$ cat config.mk
export PLATFORM = sky130hd
export DESIGN_NAME = axi_round_arb
export DESIGN_NICKNAME = d
export VERILOG_FILES = /design/src/rtl/axi_round_pkg.sv /design/src/rtl/round_corr_calc.sv /design/src/rtl/axi_round_arb.sv
export SDC_FILE = /design/constraint.sdc
export NUM_CORES = 1
export LEC_CHECK = 0
export BUFFER_PORTS_ARGS = -buffer_cell sky130_fd_sc_hd__buf_2
export CAP_MARGIN = 20
export CORE_MARGIN = 5
export CORE_UTILIZATION = 49
export DETAILED_ROUTE_END_ITERATION = 10
export GPL_TIMING_DRIVEN = 1
export PLACE_DENSITY_LB_ADDON = 0.2
export SLEW_MARGIN = 20
export SYNTH_ARGS = -nofsm -noshare
export SYNTH_HDL_FRONTEND = slang
export SYNTH_SLANG_ARGS = --single-unit
$ cat constraint.sdc
create_clock -name clk -period 7.5 [get_ports clk]
set_input_delay 0.75 -clock clk [delete_from_list [all_inputs] [get_ports clk]]
set_output_delay 0.75 -clock clk [all_outputs]
set_load 0.01 [all_outputs]
$ cat src/rtl/axi_round_pkg.sv
// Shared definitions for the round-robin rounding arbiter: rounding mode
// encodings and the arbiter FSM state type.
package axi_round_pkg;

  localparam logic [1:0] RND_TRUNC   = 2'd0;
  localparam logic [1:0] RND_RTZ     = 2'd1;
  localparam logic [1:0] RND_NEAREST = 2'd2;

  typedef enum logic {
    ST_IDLE = 1'b0,
    ST_BUSY = 1'b1
  } arb_state_t;

endpackage

$ cat src/rtl/round_corr_calc.sv
// Combinational WIDTH_IN -> WIDTH_OUT rounding. Keeps the top WIDTH_OUT bits
// and adds a one-LSB correction chosen by the rounding mode. Nearest mode
// suppresses the correction for the largest positive kept value so that it
// cannot wrap to the most negative code.
module round_corr_calc
  import axi_round_pkg::*;
#(
  parameter int WIDTH_IN  = 17,
  parameter int WIDTH_OUT = 16
) (
  input  logic [1:0]           mode,
  input  logic [WIDTH_IN-1:0]  in_data,
  output logic [WIDTH_OUT-1:0] out_data
);

  localparam int DROP = WIDTH_IN - WIDTH_OUT;

  logic                 sign_bit;
  logic [DROP-1:0]      drop_bits;
  logic [WIDTH_OUT-1:0] kept_bits;
  logic                 pos_max;
  logic                 corr;

  assign sign_bit  = in_data[WIDTH_IN-1];
  assign drop_bits = in_data[DROP-1:0];
  assign kept_bits = in_data[WIDTH_IN-1 -: WIDTH_OUT];
  assign pos_max   = !sign_bit && (&in_data[WIDTH_IN-2:DROP]);

  // Pick the correction bit for the current mode; mode 3 behaves like nearest.
  always_comb begin
    corr = 1'b0;
    case (mode)
      RND_TRUNC: corr = 1'b0;
      RND_RTZ:   corr = sign_bit && (|drop_bits);
      default:   corr = drop_bits[DROP-1] && !pos_max;
    endcase
  end

  assign out_data = kept_bits + WIDTH_OUT'(corr);

endmodule

$ cat src/rtl/axi_round_arb.sv
// Packet-level round-robin arbiter sharing one rounding datapath between
// NUM_PORTS AXI-stream inputs. Each port has its own rounding mode register,
// sampled when its packet is granted. Output is a single register stage
// tagged with the source port in o_tuser.
module axi_round_arb
  import axi_round_pkg::*;
#(
  parameter int NUM_PORTS  = 4,
  parameter int WIDTH_IN   = 17,
  parameter int WIDTH_OUT  = 16,
  parameter int SR_BASE    = 0,
  parameter int RESET_MODE = 2
) (
  input  logic                            clk,
  input  logic                            reset,
  input  logic                            set_stb,
  input  logic [7:0]                      set_addr,
  input  logic [31:0]                     set_data,
  input  logic [NUM_PORTS*WIDTH_IN-1:0]   i_tdata,
  input  logic [NUM_PORTS-1:0]            i_tlast,
  input  logic [NUM_PORTS-1:0]            i_tvalid,
  output logic [NUM_PORTS-1:0]            i_tready,
  output logic [WIDTH_OUT-1:0]            o_tdata,
  output logic                            o_tlast,
  output logic                            o_tvalid,
  input  logic                            o_tready,
  output logic [$clog2(NUM_PORTS)-1:0]    o_tuser,
  output logic                            busy
);

  localparam int PW = $clog2(NUM_PORTS);

  arb_state_t           state_reg, state_next;
  logic [PW-1:0]        grant_reg, grant_next;
  logic [PW-1:0]        last_grant_reg, last_grant_next;
  logic [1:0]           active_mode_reg, active_mode_next;
  logic [1:0]           mode_reg [NUM_PORTS];

  logic [WIDTH_IN-1:0]  sel_data;
  logic                 sel_valid;
  logic                 sel_last;
  logic                 out_free;
  logic                 accept;
  logic [WIDTH_OUT-1:0] rounded;

  logic [WIDTH_OUT-1:0] o_tdata_reg;
  logic                 o_tlast_reg;
  logic                 o_tvalid_reg;
  logic [PW-1:0]        o_tuser_reg;

  int                   cand;
  logic                 found;
  logic                 set_data_unused;

  assign set_data_unused = ^set_data[31:2];

  // Per-port mode registers written over the settings bus.
  always_ff @(posedge clk) begin
    if (reset) begin
      for (int p = 0; p < NUM_PORTS; p++) mode_reg[p] <= 2'(RESET_MODE);
    end else if (set_stb) begin
      for (int p = 0; p < NUM_PORTS; p++) begin
        if (int'(set_addr) == SR_BASE + p) mode_reg[p] <= set_data[1:0];
      end
    end
  end

  assign sel_data  = i_tdata[int'(grant_reg)*WIDTH_IN +: WIDTH_IN];
  assign sel_valid = i_tvalid[grant_reg];
  assign sel_last  = i_tlast[grant_reg];
  assign out_free  = !o_tvalid_reg || o_tready;
  assign accept    = (state_reg == ST_BUSY) && sel_valid && out_free;

  generate
    for (genvar gi = 0; gi < NUM_PORTS; gi++) begin : g_ready
      assign i_tready[gi] = (state_reg == ST_BUSY) && (grant_reg == PW'(gi)) && out_free;
    end
  endgenerate

  round_corr_calc #(
    .WIDTH_IN  (WIDTH_IN),
    .WIDTH_OUT (WIDTH_OUT)
  ) u_round (
    .mode     (active_mode_reg),
    .in_data  (sel_data),
    .out_data (rounded)
  );

  // Next-state: round-robin search from last_grant+1 in IDLE, hold grant until tlast.
  always_comb begin
    state_next       = state_reg;
    grant_next       = grant_reg;
    last_grant_next  = last_grant_reg;
    active_mode_next = active_mode_reg;
    found            = 1'b0;
    cand             = 0;
    case (state_reg)
      ST_IDLE: begin
        for (int i = 1; i <= NUM_PORTS; i++) begin
          cand = int'(last_grant_reg) + i;
          if (cand >= NUM_PORTS) cand = cand - NUM_PORTS;
          if (!found && i_tvalid[cand]) begin
            found            = 1'b1;
            grant_next       = PW'(cand);
            last_grant_next  = PW'(cand);
            active_mode_next = mode_reg[cand];
          end
        end
        if (found) state_next = ST_BUSY;
      end
      ST_BUSY: begin
        if (accept && sel_last) state_next = ST_IDLE;
      end
      default: state_next = ST_IDLE;
    endcase
  end

  // Arbiter state registers.
  always_ff @(posedge clk) begin
    if (reset) begin
      state_reg       <= ST_IDLE;
      grant_reg       <= '0;
      last_grant_reg  <= PW'(NUM_PORTS - 1);
      active_mode_reg <= 2'(RESET_MODE);
    end else begin
      state_reg       <= state_next;
      grant_reg       <= grant_next;
      last_grant_reg  <= last_grant_next;
      active_mode_reg <= active_mode_next;
    end
  end

  // Output register: load on accept, drop valid once the sink takes the beat.
  always_ff @(posedge clk) begin
    if (reset) begin
      o_tdata_reg  <= '0;
      o_tlast_reg  <= 1'b0;
      o_tvalid_reg <= 1'b0;
      o_tuser_reg  <= '0;
    end else if (accept) begin
      o_tdata_reg  <= rounded;
      o_tlast_reg  <= sel_last;
      o_tvalid_reg <= 1'b1;
      o_tuser_reg  <= grant_reg;
    end else if (o_tready) begin
      o_tvalid_reg <= 1'b0;
    end
  end

  assign o_tdata  = o_tdata_reg;
  assign o_tlast  = o_tlast_reg;
  assign o_tvalid = o_tvalid_reg;
  assign o_tuser  = o_tuser_reg;
  assign busy     = (state_reg == ST_BUSY);

endmodule

==> results of run 1 <==
layout by cell type, fill, tap and decap left out, types with 5 or more instances in the layout:
| master | netlist | layout |
|---|---|---|
| sky130_fd_sc_hd__a211oi_1 | 14 | 14 |
| sky130_fd_sc_hd__a21oi_1 | 16 | 16 |
| sky130_fd_sc_hd__buf_2 | 7 | 114 |
| sky130_fd_sc_hd__clkbuf_8 | 0 | 5 |
| sky130_fd_sc_hd__dfxtp_1 | 27 | 27 |
| sky130_fd_sc_hd__edfxtp_1 | 8 | 8 |
| sky130_fd_sc_hd__inv_1 | 6 | 6 |
| sky130_fd_sc_hd__mux4_2 | 24 | 24 |
| sky130_fd_sc_hd__nand2_1 | 31 | 31 |
| sky130_fd_sc_hd__nand2b_1 | 8 | 8 |
| sky130_fd_sc_hd__nand3_1 | 5 | 5 |
| sky130_fd_sc_hd__nor2_1 | 35 | 35 |
| sky130_fd_sc_hd__nor2b_1 | 5 | 5 |
| sky130_fd_sc_hd__nor3_1 | 13 | 13 |
| sky130_fd_sc_hd__nor4_1 | 6 | 6 |
| sky130_fd_sc_hd__o21ai_0 | 10 | 10 |
| sky130_fd_sc_hd__xnor2_1 | 6 | 6 |
| sky130_fd_sc_hd__xor2_1 | 5 | 5 |
worst min-delay path by stage:
stage,to,slack (ns),startpoint
after CTS,o_tlast,0.46,o_tlast
after global placement,o_tlast,0.44,o_tlast
after floorplan,active_mode_reg[1],0.44,active_mode_reg[1]
after global routing,o_tdata[0],0.47,o_tdata[0]
final,o_tlast,0.46,o_tlast
after detailed placement,o_tlast,0.45,o_tlast
cells by family after synthesis:
group,synth area share [%]
and+or+nand+nor,25.8
AOI/OAI and AO/OA,14.4
DFF,28.7
buffers and inverters,5.48
muxes,20.7
xor gates and xnor gates,3.55
adders and majority gates,1.38
worst max-delay path: cells and delay by family (launching register included):
family                   cells  cell delay [ns]
flip-flops                   1             0.60
adder cells (fa/ha/maj)      2             0.50
AND/OR/NAND/NOR              3             0.58
multiplexers                 1             0.64
buffers and inverters        2             0.46
AO/OA/AOI/OAI                2             0.41
XOR/XNOR                     1             0.10
per-stage QoR:
| stage | area, sq um | total power, mW | utilization, % |
|---|---|---|---|
| finish | 3370 | 0.634 | 61.9 |
| global route | 3370 | 0.673 | 61.9 |
| CTS | 3370 | 0.638 | 61.9 |
| detailed placement | 3260 | 0.483 | 59.9 |
| global placement | 3260 | 0.476 | 59.9 |
| floorplan | 2720 | 0.419 | - |
layer usage:
metal,routed length (um),vias up
met5,0,-
met4,40,0
met3,604,5
met2,3280,107
met1,3230,1233
li1,-,1299
area by class of cell:
cell class	instances	area, sq um	area share [%]
Inverter	6	22.5	0.669
Clock buffer	6	93.8	2.79
Multi-Input combinational cell	230	1790	53.1
Timing Repair Buffer	115	578	17.2
Tap cell	72	90.1	2.67
Sequential cell	35	781	23.2
Clock inverter	2	13.8	0.409
power groups by stage:
| stage | clock [mW] | combinational [mW] | sequential [mW] |
|---|---|---|---|
| 2_1_floorplan | 0 | 0.186 | 0.233 |
| 3_3_place_gp | 0 | 0.229 | 0.248 |
| 3_5_place_dp | 0 | 0.234 | 0.249 |
| 4_1_cts | 0.157 | 0.235 | 0.245 |
| 5_1_grt | 0.165 | 0.259 | 0.250 |
| 6_report | 0.154 | 0.235 | 0.245 |
==> out/results.tsv, run 1 <==
stage	metric	value	unit
sta	post-route clock skew	0.00819	ns
die	starting utilization of the core area	50.0	%
yosys	number of synthesized register bits	35	
clocking	clk_lat worst skew	0.28	ns
sta	Final Hold Violating Endpoints	0	
clocking	CTS Buf Count	5	
setup_path	CP Launch Point	grant_reg[0]	
routing	routed wirelength normalized by instance count	15.3	um
yosys	leading cell types by total area after synthesis	sky130_fd_sc_hd__dfxtp_1 (20%), sky130_fd_sc_hd__mux4_2 (20%), sky130_fd_sc_hd__edfxtp_1 (8.8%)	
grt	overall fraction of global-route tracks in use	20.4	%
setup_path	type of the worst setup path	flip-flop to flip-flop	
routing	DRT Pass-1 Iters	5	
setup_path	critical path's slowest cell	sky130_fd_sc_hd__mux4_2	
yosys	Post-Synthesis Cells	295	
sta	min cycle time layout	3.37	ns
setup_path	CP peak stage delay	0.64	ns
pwr	total power divided by cell area	188	nW/um^2
yosys	sequential area share after synthesis	28.7	%
pwr	standby leakage power	1.38	nW
sta	transition time at the pin with the least slew margin	1.04	ns
finish	non-filler cells, final	466	
placement	post-placement setup slack	4.14	ns
setup_path	category of the worst setup path launch point	flip-flop	
setup_path	Max Fanout on Critical Path	16	
die	core area	5440	sq um
setup_path	cell occurring most often along the worst timing path	sky130_fd_sc_hd__ha_1	
sta	Final Hold Slack	0.457	ns
clocking	number of post-CTS setup repair buffers	0	
clocking	number of H-tree levels	2	
routing	DR iter-0 viols	133	
placement	I/O Buffers	114	
yosys	main flop type after synthesis	sky130_fd_sc_hd__dfxtp_1	
sta	least setup slack across all paths after layout	4.13	ns
finish	fraction of layout cells with a size suffix above 1	40.4	%
yosys	post-synth net total	418	
grt	initial antenna violation count	0	
setup_path	worst flop-to-flop path startpoint	grant_reg[0]	
setup_path	ordered list of cells on the worst path	buf_4 > mux4_2 > nand4_4 > nor2_1 > a31oi_1 > ha_1 > ha_1 > inv_1 > nor4_2 > xnor2_1 > a211oi_1	
setup_path	capturing element type of the critical path	flip-flop	
pwr	total net switching power	0.218	mW
routing	DRC Markers	0	
yosys	post-synth top area cell	sky130_fd_sc_hd__dfxtp_1	
grt	largest net degree at the start of global routing	34	
pwr	Internal Dissipation	0.416	mW
finish	layout-stage area growth over the synthesis result	23.9	%
die	total die area	7140	sq um
yosys	Post-Synthesis Cell Area	2720	sq um
sta	final max-slew violation count	0	
yosys	yosys synthesis warning count	0	
grt	most crowded layer after global routing	met2	
pwr	Seq pwr share	38.6	%
pwr	relative contribution of combinational cells to total power	37.0	%
run	number of maximum-capacitance constraint violations	0	
sta	unrepaired setup endpoints after global routing	false	
setup_path	CP required	7.70	ns
sta	tightest slew margin relative to the limit	30.6	%
clocking	maximum count of clock buffers along a single path	2	
setup_path	FF-to-FF End	o_tdata[12]	
sta	share of the clock period used by the worst path after layout	44.9	%
sta	summed negative setup slack over all endpoints	0	ns
grt	first-pass GRT wire length	12200	um
finish	Net count, final	516	
clocking	Hold Buf Count CTS	0	
grt	routing usage on met1	25.8	%
pwr	Peak supply drop	0.0000964	V
finish	Antenna Diode Count	0	
placement	estimated wirelength of the detail-placed design	5600	um
routing	Routed Antenna Nets	0	
yosys	number of enable-type register cells in the synthesized netlist	8	
yosys	dominant cell by count in the synthesized netlist	sky130_fd_sc_hd__nor2_1	
die	Die Ht	84.5	um
run_status	run status	finished clean	
sta	setup violation total in the final timing report	0	
setup_path	endpoint arrival time on the critical path	3.57	ns
grt	GR Layer Usage met3	5.10	%
clocking	CTS clock-pin slew for the worst setup and hold paths	0.08	ns
yosys	most common library cells after synthesis	sky130_fd_sc_hd__nor2_1 (35), sky130_fd_sc_hd__nand2_1 (31), sky130_fd_sc_hd__dfxtp_1 (27)	
routing	Vias per Instance	5.67	
clocking	cell chosen for the clock root	sky130_fd_sc_hd__clkbuf_8	
routing	overall via count from detail_route	2644	
setup_path	cells on worst reg2reg path	11	
sta	highest achievable clock rate	297	MHz
grt	number of global-route vias before repair	2672	
clocking	Post-CTS Resized	0	
die	number of ports placed on the die boundary	145	
placement	gp weighted congestion	0.813	
finish	number of fillers in the final layout	503	
grt	aggregate global routing overflow	0	
yosys	fraction of synthesis flops using an asynchronous set or reset pin	0	%
pwr	switching power as a share of total power	34.4	%
clocking	sinks on the clock net	35	
die	standard-cell rows	27	
clocking	TritonCTS clock tree	built	
hold_path	worst hold-check path type	flip-flop to flip-flop	
hold_path	worst hold path cell count	2	
setup_path	crit path to	o_tdata[12]	
die	die span in x	84.5	um
pwr	portion of total power attributed to the clock network	24.4	%
yosys	count of unique library cells instantiated by Yosys	51	
routing	overall routed net length	7150	um
grt	met2 Track Usage GR	35.4	%
yosys	top cell type's share of synthesized area	19.9	%
finish	flip-flop count of the largest register, all copies and words added	16	
yosys	mean area per synthesized cell	9.21	sq um
placement	Cell Count Post-Placement	458	
setup_path	flop-to-flop setup slack	4.13	ns
Note: power is estimated with default switching activity, not from simulation.
==> inputs of run 2 (changes only) <==
Settings changed: ABC_AREA set to 1, CORE_UTILIZATION 49 to 50.
Clock period 7.5 ns to 3.5 ns, I/O delays scaled along.
==> run 2 against run 1 <==
  * Power rose to 4.9 times the previous value
  * Global-route usage rose by 3.2 points
  * Critical endpoint is now o_tdata[4]
  * Non-clock buffer count rose by 3
  * Synthesized cell count rose by 100%
  * Final cell count rose by 71%
  * Critical path type unchanged
  * Clock power rose by 140%
  * First-iteration DRC count rose by 100%
  * Count of clock-buffer cells in the layout fell by 1
  * Design area rose by 22%
  * Via count rose by 55%
  * Die area rose by 24%
==> out/results.tsv, run 2 <==
stage	metric	value	unit
run_status	run status	finished clean	
sta	final max-slew violation count	0	
yosys	sequential area share after synthesis	22.2	%
yosys	share of the synthesized area in compound gates (AO/OA/AOI/OAI)	7.96	%
clocking	Hold Buf Count CTS	0	
die	die span in x	93.9	um
placement	I/O Buffers	114	
pwr	total power divided by cell area	754	nW/um^2
run	number of maximum-capacitance constraint violations	0	
routing	routed wirelength normalized by instance count	13.3	um
die	starting utilization of the core area	51.5	%
pwr	relative contribution of combinational cells to total power	67.4	%
setup_path	critical path's slowest cell	sky130_fd_sc_hd__dfxtp_2	
pwr	Internal Dissipation	1.40	mW
die	standard-cell rows	30	
yosys	Post-Synthesis Cells	600	
routing	Vias per Instance	5.15	
sta	post-route clock skew	0.00605	ns
setup_path	category of the worst setup path launch point	flip-flop	
sta	unrepaired setup endpoints after global routing	false	
routing	overall routed net length	10600	um
finish	fraction of layout cells with a size suffix above 1	24.0	%
sta	highest achievable clock rate	341	MHz
grt	aggregate global routing overflow	0	
grt	number of global-route vias before repair	3589	
yosys	mean area per synthesized cell	5.87	sq um
placement	post-placement setup slack	0.645	ns
yosys	Post-Synthesis Cell Area	3520	sq um
sta	transition time at the pin with the least slew margin	0.834	ns
yosys	dominant cell by count in the synthesized netlist	sky130_fd_sc_hd__nand2_1	
yosys	count of unique library cells instantiated by Yosys	38	
grt	met2 Track Usage GR	35.2	%
finish	layout-stage area growth over the synthesis result	17.1	%
finish	Antenna Diode Count	0	
yosys	number of synthesized register bits	35	
yosys	main flop type after synthesis	sky130_fd_sc_hd__dfxtp_1	
hold_path	worst hold path cell count	3	
routing	DR iter-0 viols	269	
clocking	sinks on the clock net	35	
sta	least setup slack across all paths after layout	0.565	ns
clocking	clk_lat worst skew	0.29	ns
clocking	maximum count of clock buffers along a single path	2	
setup_path	cell occurring most often along the worst timing path	sky130_fd_sc_hd__nand2_1	
yosys	mux share of post-synthesis cell area	0.569	%
clocking	CTS clock-pin slew for the worst setup and hold paths	0.08	ns
placement	gp weighted congestion	0.914	
placement	post-placement cell area	4010	sq um
clocking	Post-CTS Resized	0	
yosys	Synth Area in Adders	1.07	%
finish	Net count, final	823	
die	total die area	8820	sq um
grt	first-pass GRT wire length	16900	um
sta	tightest slew margin relative to the limit	44.3	%
die	Die Ht	93.9	um
sta	share of the clock period used by the worst path after layout	83.9	%
pwr	portion of total power attributed to the clock network	11.7	%
setup_path	ordered list of cells on the worst path	buf_4 > nand3_1 > nand2_1 > inv_1 > nand2_1 > nand2_1 > nor2_1 > nor3b_1 > a21oi_1 > ha_1 > ha_1 > inv_1 > nor2_4 > xor2_1 > nand2_1 > nand3_1 > inv_1	
clocking	number of H-tree levels	2	
clocking	cell chosen for the clock root	sky130_fd_sc_hd__clkbuf_8	
setup_path	capturing element type of the critical path	flip-flop	
die	number of ports placed on the die boundary	145	
grt	initial antenna violation count	0	
clocking	CTS Buf Count	5	
setup_path	CP peak stage delay	0.52	ns
die	core area	6830	sq um
routing	DRT Pass-1 Iters	5	
yosys	top cell type's share of synthesized area	25.5	%
grt	largest net degree at the start of global routing	35	
sta	setup violation total in the final timing report	0	
placement	estimated wirelength of the detail-placed design	8270	um
pwr	total net switching power	1.71	mW
clocking	number of post-CTS setup repair buffers	0	
sta	min cycle time layout	2.94	ns
setup_path	Max Fanout on Critical Path	16	
yosys	area share of and/or/nand/nor cells after synthesis	53.1	%
yosys	largest family of logic cells by synthesized area	simple AND/OR/NAND/NOR gates	
pwr	switching power as a share of total power	54.9	%
yosys	most common library cells after synthesis	sky130_fd_sc_hd__nand2_1 (239), sky130_fd_sc_hd__nand3_1 (69), sky130_fd_sc_hd__inv_1 (59)	
pwr	Seq pwr share	20.9	%
hold_path	worst hold-check path type	primary input to flip-flop	
routing	DRC Markers	0	
yosys	fraction of synthesis flops using an asynchronous set or reset pin	0	%
yosys	post-synthesis xor/xnor area fraction	0.498	%
setup_path	cells on worst reg2reg path	17	
yosys	yosys synthesis warning count	0	
yosys	leading cell types by total area after synthesis	sky130_fd_sc_hd__nand2_1 (25%), sky130_fd_sc_hd__dfxtp_1 (15%), sky130_fd_sc_hd__nand3_1 (9.8%)	
yosys	number of enable-type register cells in the synthesized netlist	8	
pwr	Peak supply drop	0.000348	V
grt	overall fraction of global-route tracks in use	23.6	%
yosys	post-synth net total	723	
setup_path	type of the worst setup path	flip-flop to flip-flop	
finish	most frequent standard cell in the layout excluding fill and tap cells	sky130_fd_sc_hd__nand2_1	
grt	most crowded layer after global routing	met1	
setup_path	CP required	3.69	ns
grt	GR Layer Usage met3	3.69	%
sta	Final Hold Violating Endpoints	0	
finish	highest-count cells in the layout ignoring fill and taps	sky130_fd_sc_hd__nand2_1 (239), sky130_fd_sc_hd__buf_2 (114), sky130_fd_sc_hd__nand3_1 (69), sky130_fd_sc_hd__inv_1 (59), sky130_fd_sc_hd__nor2_1 (56)	
setup_path	number of stages on the worst setup path	17	
setup_path	cell family with the largest share of critical-path delay	simple AND/OR/NAND/NOR gates	
grt	routing usage on met1	35.7	%
finish	final instance area	4120	sq um
finish	flip-flop count of the largest register, all copies and words added	16	
sta	summed negative setup slack over all endpoints	0	ns
routing	Routed Antenna Nets	0	
clocking	TritonCTS clock tree	built	
setup_path	endpoint arrival time on the critical path	3.13	ns
setup_path	Buffers & Inverters on Critical Path	4	
pwr	standby leakage power	2.25	nW
yosys	post-synth top area cell	sky130_fd_sc_hd__nand2_1	
routing	overall via count from detail_route	4108	
-- run 2: kinds of logic after synthesis --
logic type / after synthesis
xor+xnor: 2
buf+inv: 93
flops: 35
simple gates: 416
compound gates: 49
fa+ha+maj: 3
mux: 2
-- run 2: path summary, 6_finish.rpt --
path,startpoint,to,slack (ns)
min,set_data[1],mode_reg[0][1],0.39
max,grant_reg[0],o_tdata[4],0.56
min reg2reg,o_tlast,o_tlast,0.46
max reg2reg,grant_reg[0],o_tdata[4],0.56
-- run 2: power by group through the flow --
stage               Sequential [mW]  Clock, mW  Combinational (mW)
finish                        0.649      0.362                2.09
global route                  0.665      0.387                2.35
CTS                           0.647      0.368                2.07
detailed placement            0.654          0                2.06
global placement              0.651          0                2.03
floorplan                     0.601          0                1.74
-- run 2: cell type report --
type                            instances  area, sq um
Timing Repair Buffer                  118          613
Sequential cell                        35          783
Clock inverter                          3         38.8
Inverter                               68          273
Fill cell                             712         2710
Multi-Input combinational cell        472         2220
Tap cell                               96          120
Clock buffer                            5         68.8
-- run 2: routing by layer --
layer,routed length [um],part of all wire (%)
met5,0,0
met4,118,1.1
met1,4960,47
met2,4440,42
met3,1090,10
-- run 2: per-stage QoR --
step	hold slack, ns	utilization (%)	total power, mW	cells
final	0.394	60.3	3.11	797
after global routing	0.425	60.3	3.40	797
after CTS	0.385	60.3	3.09	797
after detailed placement	0.454	58.8	2.71	789
after global placement	0.447	58.8	2.69	789
after floorplan	0.435	-	2.34	600
-- run 2: worst register-to-register path: cells and delay by family, from the launching register on --
| kind | cells | cell delay, ns |
|---|---|---|
| compound gates | 1 | 0.11 |
| xor+xnor | 1 | 0.13 |
| fa+ha+maj | 2 | 0.52 |
| buf+inv | 4 | 0.47 |
| flops | 1 | 0.52 |
| simple gates | 9 | 1.11 |
